$ cat config.mk
export PLATFORM = sky130hd
export DESIGN_NAME = uart_transmitter
export DESIGN_NICKNAME = d
export VERILOG_FILES = /design/src/rtl/uart_transmitter.sv
export SDC_FILE = /design/constraint.sdc
export NUM_CORES = 1
export LEC_CHECK = 0
export ABC_AREA = 1
export BUFFER_PORTS_ARGS = -buffer_cell sky130_fd_sc_hd__buf_2
export CAP_MARGIN = 20
export CORE_MARGIN = 10
export CORE_UTILIZATION = 45
export CTS_CLUSTER_SIZE = 16
export DETAILED_ROUTE_END_ITERATION = 7
export PLACE_DENSITY_LB_ADDON = 0.2
export SYNTH_ARGS = -nofsm -noshare
export SYNTH_HDL_FRONTEND = slang
export SYNTH_SLANG_ARGS = --single-unit
export TNS_END_PERCENT = 30
$ cat constraint.sdc
create_clock -name clk -period 1.6 [get_ports clk]
set_clock_uncertainty 0.15 [all_clocks]
set_input_delay 0.32 -clock clk [delete_from_list [all_inputs] [get_ports clk]]
set_output_delay 0.32 -clock clk [all_outputs]
set_load 0.05 [all_outputs]
$ cat src/rtl/uart_transmitter.sv
// 8N1 UART transmitter with a one-deep pending request so back-to-back frames need no idle cycle.
// Define UART_TX_ASSERT_EN to compile in simulation checks on the parameter and on the sampled byte.
module uart_transmitter #(
  parameter int ClocksPerBaud = 2
) (
  input  logic       clk,
  input  logic       rst,
  input  logic [7:0] tx_byte,
  input  logic       tx_byte_valid,
  output logic       tx_byte_done_out,
  output logic       tx_out
);

  typedef enum logic [1:0] {
    IDLE  = 2'b00,
    START = 2'b01,
    DATA  = 2'b10,
    STOP  = 2'b11
  } state_t;

  localparam int CntW = (ClocksPerBaud > 2) ? $clog2(ClocksPerBaud) : 1;
  localparam logic [CntW-1:0] BaudLast = CntW'(ClocksPerBaud - 1);

  state_t          tx_state;
  state_t          tx_state_next;
  logic [CntW-1:0] baud_cnt;
  logic [2:0]      bit_idx;
  logic [7:0]      data_reg;
  logic [7:0]      pend_byte;
  logic            pend_valid;
  logic            baud_last;
  logic            accept_idle;
  logic            accept_pend;

  assign baud_last = (baud_cnt == BaudLast);

  always_comb begin
    tx_state_next = tx_state;
    accept_idle   = 1'b0;
    accept_pend   = 1'b0;
    case (tx_state)
      IDLE: begin
        if (tx_byte_valid) begin
          accept_idle   = 1'b1;
          tx_state_next = START;
        end
      end
      START: begin
        if (baud_last) tx_state_next = DATA;
      end
      DATA: begin
        if (baud_last && (bit_idx == 3'd7)) tx_state_next = STOP;
      end
      STOP: begin
        // The final STOP cycle ignores requests so the pending decision is already registered.
        if (!baud_last && tx_byte_valid && !pend_valid) accept_pend = 1'b1;
        if (baud_last) tx_state_next = pend_valid ? START : IDLE;
      end
      default: tx_state_next = IDLE;
    endcase
  end

  always_ff @(posedge clk or posedge rst) begin
    if (rst) tx_state <= IDLE;
    else     tx_state <= tx_state_next;
  end

  always_ff @(posedge clk or posedge rst) begin
    if (rst) begin
      baud_cnt <= '0;
      bit_idx  <= '0;
    end else begin
      if ((tx_state == IDLE) || baud_last) baud_cnt <= '0;
      else                                 baud_cnt <= baud_cnt + 1'b1;
      if ((tx_state == DATA) && baud_last) bit_idx <= bit_idx + 3'd1;
    end
  end

  always_ff @(posedge clk or posedge rst) begin
    if (rst) begin
      data_reg         <= '0;
      pend_byte        <= '0;
      pend_valid       <= 1'b0;
      tx_byte_done_out <= 1'b0;
    end else begin
      if (accept_idle) begin
        data_reg         <= tx_byte;
        tx_byte_done_out <= 1'b0;
      end
      if (accept_pend) begin
        pend_byte  <= tx_byte;
        pend_valid <= 1'b1;
      end
      if ((tx_state == STOP) && baud_last && pend_valid) begin
        data_reg         <= pend_byte;
        pend_valid       <= 1'b0;
        tx_byte_done_out <= 1'b0;
      end
      if ((tx_state == DATA) && baud_last && (bit_idx == 3'd7)) tx_byte_done_out <= 1'b1;
    end
  end

  // Line is driven from the current state, so it trails tx_state by one cycle.
  always_ff @(posedge clk or posedge rst) begin
    if (rst) begin
      tx_out <= 1'b1;
    end else begin
      case (tx_state)
        START:   tx_out <= 1'b0;
        DATA:    tx_out <= data_reg[bit_idx];
        default: tx_out <= 1'b1;
      endcase
    end
  end

`ifdef UART_TX_ASSERT_EN
  always_ff @(posedge clk) begin
    if (!rst) begin
      if (ClocksPerBaud < 2)
        $error("uart_transmitter: ClocksPerBaud=%0d is below 2", ClocksPerBaud);
      if ((accept_idle || accept_pend) && $isunknown(tx_byte))
        $error("uart_transmitter: tx_byte has X/Z while a request is accepted");
    end
  end
`endif

endmodule

==> results.yml <==
floorplan:
  fp-row-count: 19
  core-area_mm2: 0.00271
  dieArea_mm2: 0.00531
  die_height_um: 72.9
  io_pins: 13
  die_w_um: 72.9
  floorplan.initialDensity_pct: 46.4
pwr:
  power_density_mw_per_mm2: 1830
  p_leak_nw: 0.739
  power_mw: 2.62
  ir_worst_vdd_mv: 0.976
global_route:
  grt_pass1_vias: 979
  grt-ovfl-total: 0
  grt_pass1_wl_um: 4400
  antenna_found_initial: 0
  track_usage_pct: 10.2
  grt_start_max_net_pins: 19
sta:
  hold_violations: 0
  fin_crit_sh_pct: 96.4
  relSlewSlack_pct: 76.2
  finalMaxSlewViolations: 0
  layout_setup_ws_ns: 0.0569
  fin_crit_ns: 1.54
  rsz0062_at_grt: "true"
  setup_viol: 0
  timing.fmax_mhz: 648
  worst_pin_slew_ns: 0.356
critical_path:
  r2r_start: "tx_state[0]"
  crit_fanout: 1
  critical_path.max_stage_delay_ns: 0.54
  crit_required_ns: 1.13
  path_buf_inv: 1
  endpoint_kind: "primary output"
  cp_slowest_cell: "dfstp_2"
  worst_ep_arrival_time_ns: 1.07
  worst_path_dominant_cell_family: "flip-flops"
  crit_start: "tx_out"
  start_kind: "register"
  worst-setup-path-type: "register to primary output"
  path_cells: "clkbuf_4"
finish:
  nFillCells: 278
  drive_above_1_share_pct: 20.0
  layout.cells.non_filler: 191
  diodes: 0
  seqCellArea_um2: 627
  fin_nets: 179
  mostFrequentLayoutCells: "inv_1 (25), dfrtp_1 (24), nand2_1 (20), nand3_1 (17), buf_2 (11)"
  layout_commonest_cell: "inv_1"
  fin_util_pct: 52.8
  synthToLayoutAreaGrowth_pct: 13.6
  multi_input_area_um2: 510
drt:
  detail-route-antenna-nets: 0
  drc: 0
  via_count: 951
  dr.pass1.iters: 4
  routed_wl_um: 2440
  wl_per_cell_um: 12.8
  vias_per_cell: 4.98
  first_iter_violations: 38
min_path:
  worstHoldStart: "tx_byte[1]"
  hold_class: "input port to register"
clock_network:
  clockBufferDepth: 2
  worstSkewPairLatency_ns: 0.32
  cts_tree: "yes"
  cts_buffers: 3
  cts-root-buf: "clkbuf_4"
  htreeDepth: 1
  cts_num_sinks: 25
  clk_pin_slew_ns: 0.13
synthesis:
  synthSimpleGateAreaFrac_pct: 19.4
  synth_xor_area_share_pct: 0.696
  synth_area_leaders: "dfrtp_1 (48%), inv_1 (7.8%), ha_1 (7.0%), nand3_1 (6.8%), nand2_1 (6.0%)"
  ys_seq_elements: 25
  seq_area_frac_synth_pct: 49.8
  synth_area_mm2: 0.00126
  synth_top_family_by_area: "simple AND/OR/NAND/NOR gates"
  synth_area_per_cell_um2: 8.99
  synth_top_area_share_pct: 47.7
  synth.net_count: 158
  ys_types: 21
  syn_inst: 140
  synth_warnings: 0
  synthMuxAreaShare_pct: 0
  synth-compound-area-share_pct: 13.0
  yosysTopAreaCell: "dfrtp_1"
  synth-adder-area-share_pct: 6.96
placed_design:
  io_buffers: 12
  hpwl_um: 1820
  finalWeightedCongestion: 0.810
  dp.cells: 184
  place_ws_ns: 0.0635
run:
  maxCapViolations: 0
status:
  status: "finished clean"
[layer usage]
layer / up-vias / global-route usage (%) / share of wire (%)
met4: 0 / 5.27 / 1.9
met3: 5 / 2.86 / 4.1
met5: - / 0 / 0
met2: 13 / 15.7 / 47
li1: 498 / - / -
met1: 435 / 12.6 / 47
[cell usage after synthesis, drive strengths merged]
| cell type | n |
|---|---|
| nand2 | 21 |
| or2 | 1 |
| nand4 | 1 |
| dfstp | 1 |
| o21ai | 10 |
| nor2 | 10 |
| dfrtp | 24 |
| xor2 | 1 |
| o221ai | 6 |
| ha | 7 |
| buf | 2 |
| o211ai | 2 |
| inv | 28 |
| a21oi | 8 |
| nand3 | 18 |
[power breakdown]
| group | internal (mW) | switching (mW) | leakage, nW | total, mW |
|---|---|---|---|---|
| logic | 0.479 | 0.754 | 0.429 | 1.23 |
| registers | 0.945 | 0.153 | 0.296 | 1.10 |
| clock network | 0.0977 | 0.188 | 0.0150 | 0.285 |
[cell families (layout without fill, tap and decap cells)]
logic type	Yosys count	in the layout
AOI/OAI and AO/OA	26	26
DFF	25	25
and+or+nand+nor	51	51
buffers and inverters	30	50
adders and majority gates	7	7
xor gates and xnor gates	1	1
[tightest hold or removal path, cell delays in order]
cell     delay, ns
buf_2         0.11
inv_1         0.04
o21ai_1       0.06
[layout make-up]
class / instances / area share, %
sequential: 25 / 43.8
multi-input combinational: 85 / 35.7
timing repair buffer: 18 / 8.57
inverter: 28 / 7.35
tap: 31 / 2.71
clock buffer: 4 / 1.84
[path summary, 6_finish.rpt]
check / depth (start not counted) / slack [ns] / endpoint
worst max-delay path: 1 / 0.06 / tx_out
worst min-delay path: 3 / 0.08 / pend_byte[1]
worst max register to register: 5 / 0.09 / data_reg[7]
worst min register to register: 2 / 0.36 / pend_byte[1]
max in group asynchronous: 4 / 0.56 / data_reg[2]
min in group asynchronous: 3 / 0.32 / baud_cnt
[what timing repair did]
item / CTS / global route
setup buffers: 0 / 2
hold endpoints to repair: 6 / 0
resized for setup: 0 / 5
endpoints found under the setup margin: 0 / 17
hold buffers: 1 / 0
[metrics by stage]
step | hold WS [ns] | TNS, ns | area, um2
floorplan | 0.197 | 0 | 1260
global placement | 0.148 | 0 | 1370
detailed placement | 0.154 | 0 | 1370
CTS | 0.0739 | 0 | 1410
global route | 0.0613 | -0.105 | 1430
finish | 0.0764 | 0 | 1430
No activity file was read; power rests on OpenSTA's default activity.
